### config.mk
export PLATFORM = sky130hd
export DESIGN_NAME = uart_tx_fifo
export DESIGN_NICKNAME = d
export VERILOG_FILES = /design/src/rtl/uart_tx_fifo.sv
export SDC_FILE = /design/constraint.sdc
export NUM_CORES = 1
export LEC_CHECK = 0
export ABC_AREA = 0
export CAP_MARGIN = 20
export CORE_MARGIN = 2
export CORE_UTILIZATION = 45
export CTS_CLUSTER_SIZE = 12
export DETAILED_ROUTE_END_ITERATION = 7
export DONT_BUFFER_PORTS = 1
export PLACE_DENSITY = 0.68
export SYNTH_ARGS = -nofsm -noshare
export SYNTH_HDL_FRONTEND = slang
export SYNTH_SLANG_ARGS = --single-unit
### constraint.sdc
create_clock -name sys_clk -period 5.2 [get_ports sys_clk]
set_input_delay 0.52 -clock sys_clk [delete_from_list [all_inputs] [get_ports sys_clk]]
set_output_delay 0.52 -clock sys_clk [all_outputs]
set_load 0.02 [all_outputs]
### src/rtl/uart_tx_fifo.sv
// uart_tx_fifo: FIFO-buffered UART transmitter in the sys_clk domain.
// A baud clock-enable counter paces each line bit (CLK_COUNT = SYS_CLK_FREQ/BAUD_RATE).
// Frame: start(0), DATA_WIDTH bits LSB first, optional parity, STOP_BITS stop(1).
// Optional feature: define UART_TX_PARITY_EN to insert a parity bit
// (even parity, or odd when PARITY_ODD=1).
module uart_tx_fifo #(
    parameter int SYS_CLK_FREQ = 1000000,
    parameter int BAUD_RATE    = 9600,
    parameter int DATA_WIDTH   = 8,
    parameter int STOP_BITS    = 1,
    parameter int FIFO_DEPTH   = 4,
    parameter int PARITY_ODD   = 0
) (
    input  logic                        sys_clk,
    input  logic                        sreset,
    input  logic                        data_valid,
    input  logic [DATA_WIDTH-1:0]       data_in,
    output logic                        data_ready,
    output logic                        data_out,
    output logic                        busy,
    output logic [$clog2(FIFO_DEPTH):0] fifo_count
);

    localparam int CLK_COUNT = SYS_CLK_FREQ / BAUD_RATE;
    localparam int CNT_W     = (CLK_COUNT > 1) ? $clog2(CLK_COUNT) : 1;
    localparam int PTR_W     = $clog2(FIFO_DEPTH);
    // DATA_WIDTH >= 5 gives at least 3 index bits, which also covers the stop-bit index
    localparam int IDX_W     = $clog2(DATA_WIDTH);

    typedef enum logic [2:0] {
        ST_IDLE,
        ST_START,
        ST_DATA,
`ifdef UART_TX_PARITY_EN
        ST_PARITY,
`endif
        ST_STOP
    } state_t;

    state_t                  state;
    logic [CNT_W-1:0]        baud_cnt;
    logic [IDX_W-1:0]        bit_idx;
    logic [DATA_WIDTH-1:0]   shift_reg;
    logic [DATA_WIDTH-1:0]   mem [FIFO_DEPTH];
    logic [PTR_W-1:0]        wr_ptr;
    logic [PTR_W-1:0]        rd_ptr;
`ifdef UART_TX_PARITY_EN
    logic                    par_bit;
`endif

    logic baud_tick;
    logic stop_done;
    logic fifo_empty;
    logic push;
    logic pop;

    // Parity of a payload word: XOR of all bits, inverted for odd parity
    function automatic logic parity_of(input logic [DATA_WIDTH-1:0] w);
        return (^w) ^ (PARITY_ODD != 0);
    endfunction

    assign baud_tick  = (baud_cnt == CNT_W'(CLK_COUNT - 1));
    assign stop_done  = baud_tick && (state == ST_STOP) && (bit_idx == IDX_W'(STOP_BITS - 1));
    assign fifo_empty = (fifo_count == '0);
    // Head is consumed either from idle or exactly as the last stop bit ends (no idle gap)
    assign pop        = !fifo_empty && ((state == ST_IDLE) || stop_done);
    assign data_ready = (fifo_count != (PTR_W + 1)'(FIFO_DEPTH));
    assign push       = data_valid && data_ready;
    assign busy       = (state != ST_IDLE) || !fifo_empty;

    // FIFO pointers and occupancy; simultaneous push and pop leave the count unchanged
    always_ff @(posedge sys_clk) begin
        if (sreset) begin
            wr_ptr     <= '0;
            rd_ptr     <= '0;
            fifo_count <= '0;
        end else begin
            if (push) wr_ptr <= wr_ptr + 1'b1;
            if (pop)  rd_ptr <= rd_ptr + 1'b1;
            case ({push, pop})
                2'b10:   fifo_count <= fifo_count + 1'b1;
                2'b01:   fifo_count <= fifo_count - 1'b1;
                default: fifo_count <= fifo_count;
            endcase
        end
    end

    // FIFO storage; contents need no reset since the count gates every read
    always_ff @(posedge sys_clk) begin
        if (push) mem[wr_ptr] <= data_in;
    end

    // Payload shift register: loaded on pop, shifted right as each bit goes out
    always_ff @(posedge sys_clk) begin
        if (pop) begin
            shift_reg <= mem[rd_ptr];
`ifdef UART_TX_PARITY_EN
            par_bit   <= parity_of(mem[rd_ptr]);
`endif
        end else if (baud_tick && (state == ST_START || state == ST_DATA)) begin
            shift_reg <= shift_reg >> 1;
        end
    end

    // Frame sequencer with registered line output and baud counter
    always_ff @(posedge sys_clk) begin
        if (sreset) begin
            state    <= ST_IDLE;
            baud_cnt <= '0;
            bit_idx  <= '0;
            data_out <= 1'b1;
        end else begin
            // idle holds the counter at zero, so entering START always begins a full bit
            if (state == ST_IDLE || baud_tick) baud_cnt <= '0;
            else                               baud_cnt <= baud_cnt + 1'b1;

            case (state)
                ST_IDLE: begin
                    data_out <= 1'b1;
                    if (pop) begin
                        state    <= ST_START;
                        data_out <= 1'b0;
                    end
                end
                ST_START: begin
                    if (baud_tick) begin
                        state    <= ST_DATA;
                        bit_idx  <= '0;
                        data_out <= shift_reg[0];
                    end
                end
                ST_DATA: begin
                    if (baud_tick) begin
                        if (bit_idx == IDX_W'(DATA_WIDTH - 1)) begin
`ifdef UART_TX_PARITY_EN
                            state    <= ST_PARITY;
                            data_out <= par_bit;
`else
                            state    <= ST_STOP;
                            data_out <= 1'b1;
                            bit_idx  <= '0;
`endif
                        end else begin
                            bit_idx  <= bit_idx + 1'b1;
                            data_out <= shift_reg[0];
                        end
                    end
                end
`ifdef UART_TX_PARITY_EN
                ST_PARITY: begin
                    if (baud_tick) begin
                        state    <= ST_STOP;
                        data_out <= 1'b1;
                        bit_idx  <= '0;
                    end
                end
`endif
                ST_STOP: begin
                    if (baud_tick) begin
                        if (bit_idx == IDX_W'(STOP_BITS - 1)) begin
                            if (pop) begin
                                state    <= ST_START;
                                data_out <= 1'b0;
                            end else begin
                                state    <= ST_IDLE;
                                data_out <= 1'b1;
                            end
                        end else begin
                            bit_idx <= bit_idx + 1'b1;
                        end
                    end
                end
                default: begin
                    state    <= ST_IDLE;
                    data_out <= 1'b1;
                end
            endcase
        end
    end

endmodule
After elaboration in Yosys (flattened, before gate mapping)
Memories as Yosys holds them, arrays and structs flattened. A register that Yosys moved wholly into a read port is not among the register bits.
Index checks and enable logic that the tools add are counted.
- add/subtract/negate cells: 6
- equal/unequal tests: 15
- mux-type cells: 28
- reduce and logical (&&, ||, !) cells: 21
- operator list (kind ; number):
    two-way mux 3 bit ; 11
    two-way mux 8 bit ; 2
    case mux 3 bit (4 select lines) ; 1
    inequality test 2 bit, second input constant ; 5
    logical NOT 3 bit ; 3
    two-way mux 1 bit ; 9
    case mux 3 bit (3 select lines) ; 1
    adder 7 x 1 -> 7 bit, second input constant ; 1
    equality test 7 bit, second input constant ; 1
    adder 3 x 1 -> 3 bit, second input constant ; 2
    equality test 3 x 2 -> 1 bit, second input constant ; 2
    case mux 3 bit (2 select lines) ; 1
    AND reduction 6 bit ; 1
    nonzero test 3 bit ; 2
    logical AND 1 bit ; 5
    AND reduction 5 bit ; 1
    adder 2 x 1 -> 2 bit, second input constant ; 2
    logical OR 1 bit ; 4
    two-way mux 2 bit ; 2
    inequality test 2 x 1 -> 1 bit, second input constant ; 2
    case mux 1 bit (4 select lines) ; 1
    AND reduction 4 bit ; 1
    nonzero test 2 bit ; 2
    equality test 3 x 1 -> 1 bit, second input constant ; 1
    7 further kinds ; 7
- flip-flop bits (word level): 29
- memory bits (writable): 32
- input port bits: 11
- output and inout bits: 6
- word-level logic and storage cells: 79
- memories kept: 1
- memory list (memory ; depth ; width ; read ports ; clocked after memory_dff ; write ports ; line ; text):
    mem ; 4 ; 8 ; 1 ; 1 ; 1 ; 44 ; logic [DATA_WIDTH-1:0] mem [FIFO_DEPTH];

Logic depth before layout (Yosys ltp)
Gate-level depths: netlist of run 1.
- depth after elaboration: 9
- depth in mapped cells: 12
- depth with buffers taken out: 11

Least setup slack after synthesis of run 1
OpenSTA, ideal clock, no wires.
- path kind: register to register
- start point: reg baud_cnt[0]
- end point: reg fifo_count[2]
- library setup time: 71 ps
- arrival time: 2463 ps
- data required time: 5129 ps
- setup slack: 2667 ps
- cell stages (with the launch flop): 12
- buffers on the path: 1
- clock period less this slack: 2533 ps
- path through: dfxtp_1 ha_1 and3_1 a41oi_1 nor2_1 buf_4 ha_1 inv_1 fa_1 xor2_1 or3_1 a21oi_1
- word-level cells in the longest chain between the ends: 7
- elaborated cells between the ends (all ways): 9
- classes of those cells: eq/ne: 3; mux: 1; reduce/logical: 5
- ends and longest elaborated chain (item ; line ; text):
    start, declared ; 41 ; logic [CNT_W-1:0] baud_cnt;
    start signal, assigned ; 115 ; else baud_cnt <= baud_cnt + 1'b1;
    equality test 7 bit (*) ; 62 ; assign baud_tick = (baud_cnt == CNT_W'(CLK_COUNT - 1));
    logical AND 1 bit (*) (2 in a row) ; 63 ; assign stop_done = baud_tick && (state == ST_STOP) && (bit_idx == IDX_W'(STOP_BITS - 1));
    logical OR 1 bit (*) ; 66 ; assign pop = !fifo_empty && ((state == ST_IDLE) || stop_done);
    logical AND 1 bit (*) ; 66 ;
    equality test 2 x 1 -> 1 bit or equality test 2 bit (tied branches) ; 80 ; case ({push, pop})
    case mux 3 bit (2 select lines) or nonzero test 2 bit (tied branches) ; - ;
    end signal, assigned ; 81 ; 2'b10: fifo_count <= fifo_count + 1'b1;
    end signal, assigned ; 82 ; 2'b01: fifo_count <= fifo_count - 1'b1;
    end signal, assigned ; 83 ; default: fifo_count <= fifo_count;
    end, declared ; 21 ; output logic [$clog2(FIFO_DEPTH):0] fifo_count
Every way passes the cells marked *; elsewhere a longest branch is shown, timed or not.
A chain may end at the register's enable or synchronous reset.

Final worst setup path of run 1
Ends and elaborated chain as after synthesis.

==> results of run 1 <==
[final cells by class]
cell class | count | area share
tap | 75 | 0.03122
multi-input combinational | 124 | 0.3451
clock buffer | 9 | 0.04122
sequential | 62 | 0.5462
clock inverter | 7 | 0.02123
inverter | 12 | 0.01499
[cells by family after synthesis]
group           Yosys count
flops                    62
simple gates             58
mux                      23
compound gates           20
buf+inv                  17
fa+ha+maj                15
xor+xnor                  8
[through the flow]
stage	total power [mW]	worst slack, ns	util	hold slack (ns)
floorplan	1.049	2.667	-	0.4179
global placement	1.122	2.116	0.4759	0.4305
detailed placement	1.129	2.056	0.4759	0.4393
CTS	1.532	2.024	0.5076	0.2237
global route	1.612	1.733	0.5076	0.2248
finish	1.515	2.044	0.5076	0.2378
[final timing paths]
kind / startpoint / end / slack, ns
setup / recovery: baud_cnt[0] / fifo_count[2] / 2.04
hold reg to reg: baud_cnt[0] / baud_cnt[0] / 0.45
setup reg to reg: baud_cnt[0] / fifo_count[2] / 2.04
hold / removal: sreset / wr_ptr[0] / 0.24
[worst max-delay path: stages, from the launching register on]
cell and delay [ns]:
dfxtp_1 0.36, ha_1 0.23, and3_1 0.22, a41oi_1 0.17, nor2_1 0.74, ha_1 0.33
inv_1 0.07, fa_1 0.38, xor2_1 0.16, or3_1 0.31, a21oi_1 0.14
[per-layer routing]
layer | vias up | track usage | wire (um)
met5 | - | 0 | 0
met4 | 0 | 0.1050 | 146
met3 | 12 | 0.04565 | 189
met2 | 26 | 0.2309 | 2057
met1 | 748 | 0.1857 | 1983
li1 | 758 | - | -
[cell usage in the layout, fill, tap and decap left out, types with 3 or more instances in the layout]
| cell type | Yosys | layout |
|---|---|---|
| edfxtp_1 | 40 | 40 |
| dfxtp_1 | 22 | 22 |
| nor2_1 | 20 | 20 |
| ha_1 | 14 | 14 |
| inv_1 | 12 | 12 |
| nand2_1 | 9 | 9 |
| clkbuf_8 | 0 | 9 |
| mux4_2 | 8 | 8 |
| mux2_1 | 6 | 6 |
| nor2b_1 | 5 | 5 |
| and3_1 | 5 | 5 |
| nand3_1 | 5 | 5 |
| a21oi_1 | 5 | 5 |
| mux2_2 | 4 | 4 |
| xor2_1 | 4 | 4 |
| mux2i_1 | 4 | 4 |
| xnor2_1 | 4 | 4 |
| or3_1 | 3 | 3 |
| a211oi_1 | 3 | 3 |
| o31ai_1 | 3 | 3 |
[power by group]
| group | internal, mW | switching (mW) |
|---|---|---|
| clock network | 0.183 | 0.216 |
| logic | 0.186 | 0.210 |
| registers | 0.647 | 0.0729 |
| total | 1.02 | 0.499 |
==> metrics.yaml, run 1 <==
cells_and_area:
  fillers: 513
  diodes: 0
  drive_gt1_frac: 0.1402
  multi_input_area_sq_um: 1037
  largest_register_ffs: 32
  final_cells: 289
  final_nets: 235
  seq_area_sq_um: 1642
  stdcell_area_sq_um: 3005
  syn2layout_area_growth_pct: 9.430
synthesis:
  synth_compound_area_frac: 0.04829
  synth_mux_area_frac: 0.1267
  synthSimpleGateAreaFrac: 0.1062
  synth_edf_count: 40
  ys_top_cells_by_count: "edfxtp_1, dfxtp_1, nor2_1"
  synth_cells: 203
  avgSynthCellArea_sq_um: 13.53
  synth.most_common_cell: "edfxtp_1"
  synth_cell_types: 37
  synth-main-ff-cell: "edfxtp_1"
  syn-cell-area_sq_um: 2746
  async_flop_share: 0
  ys_seq_area_frac: 0.5977
  synth_top_family_by_area: "multiplexers"
  ys_top_cells_by_area: "edfxtp_1, dfxtp_1, mux4_2, ha_1, nor2_1"
  synth-xor-area-share: 0.02551
  netlist.area_leader.share: 0.4374
  synth-warning-count: 0
  ys_ff_latch: 62
  syn_nets: 229
  synth_largest_area_cell: "edfxtp_1"
  yosys.area_share.adder: 0.07107
die:
  die_w_um: 82.12
  dieArea_sq_um: 6744
  start_util: 0.4639
  core_area_sq_um: 5921
  io_pins: 17
  row_count: 28
  die_y_um: 82.12
grt:
  grt_overflow: 0
  antenna_found_initial: 0
  grt_pass1_vias: 1500
  grt_pass1_wl_um: 7238
  grt_usage: 0.1519
  grt_max_degree: 16
detailed_routing:
  wl_per_cell_um: 15.14
  via_per_inst: 5.343
  drt-initial-drc-count: 60
  first_pass_iters: 4
  final_antenna_net_count: 0
  wirelength_um: 4376
  dr_total_vias: 1544
  drc: 0
pwr:
  ir_worst_vdd_uv: 210.0
  power_per_cell_area_nw_per_um2: 504.0
  p_leak_nw: 1.079
clock_tree:
  clock_tree.buffer_depth: 2
  clk-insertion-delay-late_ns: 0.35
  cts_max_level: 3
  cts_setup_buffers: 0
  cts.sinks: 62
  cts-buffers-inserted: 9
  clockRootBuffer: "clkbuf_8"
  cts_hold_buf: 0
  cts-resized-gates: 0
  cts_tree: "yes"
  cts.clk_slew.worst_paths_ns: 0.08
placed_design:
  placed_cell_area_sq_um: 2818
  place_inst: 273
  gp_congestion: 0.7568
  numPortBuffers: 0
  dp_hpwl_um: 3030
worst_setup_path:
  crit_type: "reg -> reg"
  worstSetupEndpointType: "register"
  worst-endpoint-required_ns: 5.48
  startpoint_type: "register"
  reg2reg_depth: 10
  crit_fanout: 13
  crit_arrival_ns: 3.44
timing:
  worst_pin_slew_ns: 0.9322
  tns_ns: 0
  fin_crit_sh: 0.6070
  max_slew_margin: 0.3762
  maxSlewViolCount: 0
  hold_viol_final: 0
  rsz0062_at_grt: "no"
  setup_viol: 0
  clock_skew_ns: 0.009812
  period_minus_slack_ns: 3.156
  fmax_mhz: 316.8
hold_path:
  min_path_cells: 1
  hold_path_class: "in -> reg"
flow_run:
  cap_violations: 0
run_status:
  status: "complete, no violations"
(Power assumes the default switching activity.)
==> inputs of run 2 (changes only) <==
- PLACE_DENSITY: 0.68 -> 0.7
- clock period: 5.2 -> 2.8 ns (I/O delays scaled with it)
==> run 2 against run 1 <==
Die area unchanged. Critical path depth unchanged. Via count increased by 0.58%. Register-to-register slack got worse by 1.7 ns. Final cell count increased by 2.1%. Routed wire length increased by 2.1%. Count of clock-buffer cells in the layout unchanged. Clock skew decreased by 0.0013 ns. Critical endpoint unchanged. Sequential cell count unchanged. Utilization increased by 0.66 points. Worst hold slack got worse by 0.21 ns.
==> metrics.yaml, run 2 (same netlist as run 1, synthesis figures left out) <==
worst_setup_path:
  reg2reg_depth: 10  # unchanged
  worstSetupEndpointType: "register"
  crit_type: "reg -> reg"
  worst-endpoint-required_ns: 3.08  # -2.40 ns
  crit_arrival_ns: 2.76  # -0.68 ns
  startpoint_type: "register"
  crit_fanout: 4  # -9
cells_and_area:
  syn2layout_area_growth_pct: 10.84
  final_cells: 295  # +2.1%
  drive_gt1_frac: 0.1591  # +0.01890
  diodes: 0  # unchanged
  largest_register_ffs: 32  # unchanged
  layout_common_cells: "edfxtp_1, dfxtp_1, nor2_1"
  final_nets: 241  # +2.6%
  final_common_cell: "edfxtp_1"
  fillers: 472  # -8.0%
clock_tree:
  cts-buffers-inserted: 9  # unchanged
  clockRootBuffer: "clkbuf_8"
  cts_tree: "yes"
  cts-resized-gates: 0  # unchanged
  cts_max_level: 3  # unchanged
  cts.clk_slew.worst_paths_ns: 0.08  # about the same
  clock_tree.buffer_depth: 2  # unchanged
  cts.sinks: 62  # unchanged
  clk-insertion-delay-late_ns: 0.35  # about the same
grt:
  grt_usage: 0.1594  # +0.007456
  grt_pass1_vias: 1584  # +5.6%
  antenna_found_initial: 0  # unchanged
  grt_pass1_wl_um: 7728  # +6.8%
  grt_overflow: 0  # unchanged
  grt_max_degree: 14  # -2
hold_path:
  min_path_cells: 0  # -1
  hold_path_class: "in -> reg"
pwr:
  power_per_cell_area_nw_per_um2: 928.4  # +84%
  ir_worst_vdd_uv: 512.9  # +140%
  p_leak_nw: 1.106  # +2.4%
  power.total_mw: 2.826  # +87%
placed_design:
  dp_hpwl_um: 3059  # +0.96%
  gp_congestion: 0.7726  # +2.1%
  place_inst: 278  # +1.8%
  numPortBuffers: 0  # unchanged
flow_run:
  cap_violations: 0  # unchanged
timing:
  maxSlewViolCount: 0  # unchanged
  max_slew_margin: 0.6219  # +0.2457
  rsz0062_at_grt: "no"
  fin_crit_sh: 0.8845  # +0.2775
  tns_ns: 0  # unchanged
  period_minus_slack_ns: 2.477  # -0.6799 ns
  whs_ns: 0.02439  # -0.2135 ns
  hold_viol_final: 0  # unchanged
  fmax_mhz: 403.8  # +27%
  worst_pin_slew_ns: 0.5664  # -0.3659 ns
  setup_viol: 0  # unchanged
  clock_skew_ns: 0.008557  # -0.001256 ns
detailed_routing:
  final_antenna_net_count: 0  # unchanged
  wl_met1_um: 2110  # +6.4%
  wirelength_um: 4470  # +2.1%
  route.top_layer_used: "met4"
  first_pass_iters: 4  # unchanged
  drc: 0  # unchanged
  dr_total_vias: 1553  # +0.58%
  met3_wirelength_um: 166  # -12%
  met2_wirelength_um: 2119  # +3.0%
  wl_per_cell_um: 15.15  # about the same
  via_per_inst: 5.264  # -1.5%
  drt-initial-drc-count: 88  # +47%
run_status:
  status: "complete, no violations"
die:
  dieArea_sq_um: 6744  # unchanged
  die_y_um: 82.12  # unchanged
  start_util: 0.4639  # unchanged
  row_count: 28  # unchanged
  io_pins: 17  # unchanged
  core_area_sq_um: 5921  # unchanged
  die_w_um: 82.12  # unchanged
-- run 2: changes by cell type in the layout (fill, tap and decap cells not counted), sizes merged --
cell         change
buf              +5
clkinv           +1
dlygate4sd3      +1
inv              -1
-- run 2: repair_timing --
item                      4_1_cts  5_1_grt
setup buffers                   0        0
hold endpoints to repair        5        0
hold buffers                    1        0
-- run 2: layout make-up --
type                            instances  area (sq um)  area share
Sequential cell                        62          1642      0.5393
Multi-Input combinational cell        124          1037      0.3407
Clock buffer                            9         123.9     0.04069
Tap cell                               75         93.84     0.03083
Clock inverter                          7         55.05     0.01808
Timing Repair Buffer                    6         47.55     0.01562
Inverter                               12         45.04     0.01480
-- run 2: worst max-delay path, cell delays in order, from the launching register on --
cell and delay, ns:
dfxtp_1 0.36, ha_1 0.22, and3_1 0.22, a41oi_1 0.17, nor2_1 0.21, ha_1 0.21
inv_1 0.06, fa_1 0.37, xor2_1 0.15, or3_1 0.30, a21oi_1 0.14
-- run 2: metrics by stage --
stage / area (sq um) / util / setup WS, ns
after floorplan: 2746 / - / 0.2669
after global placement: 2855 / 0.4822 / 0.3790
after detailed placement: 2855 / 0.4822 / 0.3420
after CTS: 3044 / 0.5142 / 0.3368
after global routing: 3044 / 0.5142 / 0.07808
final: 3044 / 0.5142 / 0.3235
-- run 2: worst paths after layout --
check	slack (ns)	from	end
setup / recovery	0.32	baud_cnt[0]	fifo_count[2]
hold / removal	0.02	data_in[0]	mem[0][0]
setup reg to reg	0.32	baud_cnt[0]	fifo_count[2]
hold reg to reg	0.45	baud_cnt[0]	baud_cnt[0]
-- run 2: report_power, final --
| group | leakage (nW) | switching, mW | internal (mW) |
|---|---|---|---|
| clock network | 0.0866 | 0.376 | 0.329 |
| logic | 0.470 | 0.432 | 0.380 |
| registers | 0.549 | 0.108 | 1.20 |
-- run 2: metal layers --
| layer | global-route usage | vias to the layer above |
|---|---|---|
| li1 | - | 767 |
| met1 | 0.2083 | 746 |
| met2 | 0.2382 | 31 |
| met3 | 0.05978 | 9 |
| met4 | 0.07000 | 0 |
| met5 | 0 | - |
==> inputs of run 3 (changes only) <==
- PLACE_DENSITY: 0.7 -> 0.64
==> run 3 against run 2 <==
Critical path depth did not move. Final cell count is 1.0% lower. Die area unchanged. Global-route usage fell by 1.5 points. Clock skew is 0.00073 ns higher. Sequential share of layout area rose by 0.16 points. Combinational power down 5.7%. Final area shrank 0.29%. Worst setup slack got worse by 0.016 ns. Sequential power barely moved. Routed wire length down 2.9%. Clock power rose by 5.7%. Critical path type unchanged. Largest power group unchanged.
==> metrics.yaml, run 3 (same netlist as run 1, synthesis figures left out) <==
run_status:
  status: "complete, no violations"
timing:
  tns_ns: 0  # unchanged
  maxSlewViolCount: 0  # unchanged
  rsz0062_at_grt: "no"
  fmax_mhz: 401.1  # -0.66%
  fin_crit_sh: 0.8903  # +0.005830
  clock_skew_ns: 0.009284  # +0.0007271 ns
  whs_ns: 0.01902  # -0.005372 ns
  hold_viol_final: 0  # unchanged
  max_slew_margin: 0.6473  # +0.02536
  period_minus_slack_ns: 2.493  # +0.01632 ns
  setup_viol: 0  # unchanged
  worst_pin_slew_ns: 0.5284  # -0.03798 ns
worst_setup_path:
  cp_cell_sequence: "ha_1 > and3_1 > a41oi_1 > nor2_1 > ha_1 > inv_1 > fa_1 > xor2_1 > or3_1 > a21oi_1"
  regToRegEndpoint: "fifo_count[2]"
  crit_arrival_ns: 2.75  # about the same
  cp.buffers_inverters: 1  # unchanged
  crit_fanout: 4  # unchanged
  startpoint: "baud_cnt[0]"
  path_common_cell: "ha_1"
  worst-endpoint-required_ns: 3.06  # -0.02 ns
  critical-path-top-delay-family: "adder cells"
  reg2reg_depth: 10  # unchanged
  slowest_stage: "fa_1"
  cpPeakStageDelay_ns: 0.38  # about the same
  worstSetupEndpointType: "register"
  crit_end: "fifo_count[2]"
  crit_type: "reg -> reg"
  timing.rr.start: "baud_cnt[0]"
  crit_cells: 10  # unchanged
  startpoint_type: "register"
  regToRegSetupSlack_ns: 0.31  # -0.02 ns
cells_and_area:
  fillers: 515  # +9.1%
  seq_area_sq_um: 1642  # unchanged
  diodes: 0  # unchanged
  drive_gt1_frac: 0.1475  # -0.01163
  layout_common_cells: "edfxtp_1, dfxtp_1, nor2_1"
  final_nets: 239  # -0.83%
  syn2layout_area_growth_pct: 10.52
  largest_register_ffs: 32  # unchanged
  final_common_cell: "edfxtp_1"
  multi_input_area_sq_um: 1037  # unchanged
clock_tree:
  cts.clk_slew.worst_paths_ns: 0.07  # about the same
  cts_tree: "yes"
  cts.sinks: 62  # unchanged
  clk-insertion-delay-late_ns: 0.33  # -0.02 ns
  cts_hold_buf: 0  # -1
  cts_setup_buffers: 0  # unchanged
  cts_max_level: 3  # unchanged
  clock_tree.buffer_depth: 2  # unchanged
  cts-buffers-inserted: 9  # unchanged
  cts-resized-gates: 0  # unchanged
  clockRootBuffer: "clkbuf_8"
pwr:
  p_sw_mw: 0.8652  # -5.4%
  p_leak_nw: 1.102  # -0.32%
  ir_worst_vdd_uv: 512.3  # -0.13%
  power_frac_seq: 0.467  # +0.004
  power_per_cell_area_nw_per_um2: 934.2  # +0.63%
  power.internal_mw: 1.970  # +3.1%
  power.total_mw: 2.836  # +0.34%
  p_clk_frac: 0.263  # +0.014
  swShare: 0.3051  # -0.01865
  power_frac_comb: 0.270  # -0.017
die:
  io_pins: 17  # unchanged
  die_w_um: 82.12  # unchanged
  start_util: 0.4639  # unchanged
  row_count: 28  # unchanged
  die_y_um: 82.12  # unchanged
  dieArea_sq_um: 6744  # unchanged
  core_area_sq_um: 5921  # unchanged
detailed_routing:
  drt-initial-drc-count: 83  # -5.7%
  dr_total_vias: 1511  # -2.7%
  first_pass_iters: 5  # +1
  via_per_inst: 5.175  # -1.7%
  drc: 0  # unchanged
  wirelength_um: 4342  # -2.9%
  wl_per_cell_um: 14.87  # -1.9%
  final_antenna_net_count: 0  # unchanged
grt:
  grt_overflow: 0  # unchanged
  antenna_found_initial: 0  # unchanged
  grt_pass1_wl_um: 6969  # -9.8%
  grt_pass1_vias: 1491  # -5.9%
  grt_max_degree: 16  # +2
  grt_usage: 0.1445  # -0.01487
hold_path:
  hold_path_class: "in -> reg"
flow_run:
  cap_violations: 0  # unchanged
placed_design:
  dp_hpwl_um: 3041  # -0.58%
  gp_congestion: 0.8551  # +11%
  numPortBuffers: 0  # unchanged
run 3: area by class of cell:
class                   instances  share of cell area
flip-flops and latches         62              0.5408
multi-input cells             124              0.3417
clock buffers                   9             0.04081
well taps                      75             0.03092
clock inverters                 6             0.02102
inverters                      12             0.01484
repair buffers                  4            0.009893
run 3: metrics by stage:
stage | std cells | instance area [sq um] | setup WS (ns) | util
floorplan | 203 | 2746 | 0.2669 | -
global placement | 277 | 2848 | 0.3994 | 0.4810
detailed placement | 277 | 2848 | 0.3452 | 0.4810
CTS | 292 | 3035 | 0.3148 | 0.5127
global route | 292 | 3035 | 0.09205 | 0.5127
finish | 292 | 3035 | 0.3071 | 0.5127
run 3: layer usage:
metal	wire, um	share of wire	vias up	track usage
li1	-	-	763	-
met1	2106	0.49	714	0.1854
met2	1959	0.45	26	0.2195
met3	190	0.044	8	0.05000
met4	85	0.020	0	0.07000
met5	0	0	-	0
run 3: worst min path at each step:
| stage | from | to | slack, ns | cells past startpoint |
|---|---|---|---|---|
| after detailed placement | sreset | fifo_count[2] | 0.35 | 1 |
| after global placement | sreset | wr_ptr[1] | 0.35 | 1 |
| final | sreset | fifo_count[2] | 0.02 | 1 |
| after global routing | sreset | fifo_count[2] | 0.008 | 1 |
| after CTS | sreset | fifo_count[2] | 0.009 | 1 |
| after floorplan | data_in[0] | mem[0][0] | 0.38 | 0 |
run 3: power groups by stage:
stage / sequential, mW / clock (mW) / combinational, mW
after detailed placement: 1.35 / 0 / 0.769
after global placement: 1.35 / 0 / 0.772
after floorplan: 1.29 / 0 / 0.654
after CTS: 1.33 / 0.755 / 0.775
final: 1.32 / 0.745 / 0.766
after global routing: 1.35 / 0.795 / 0.855
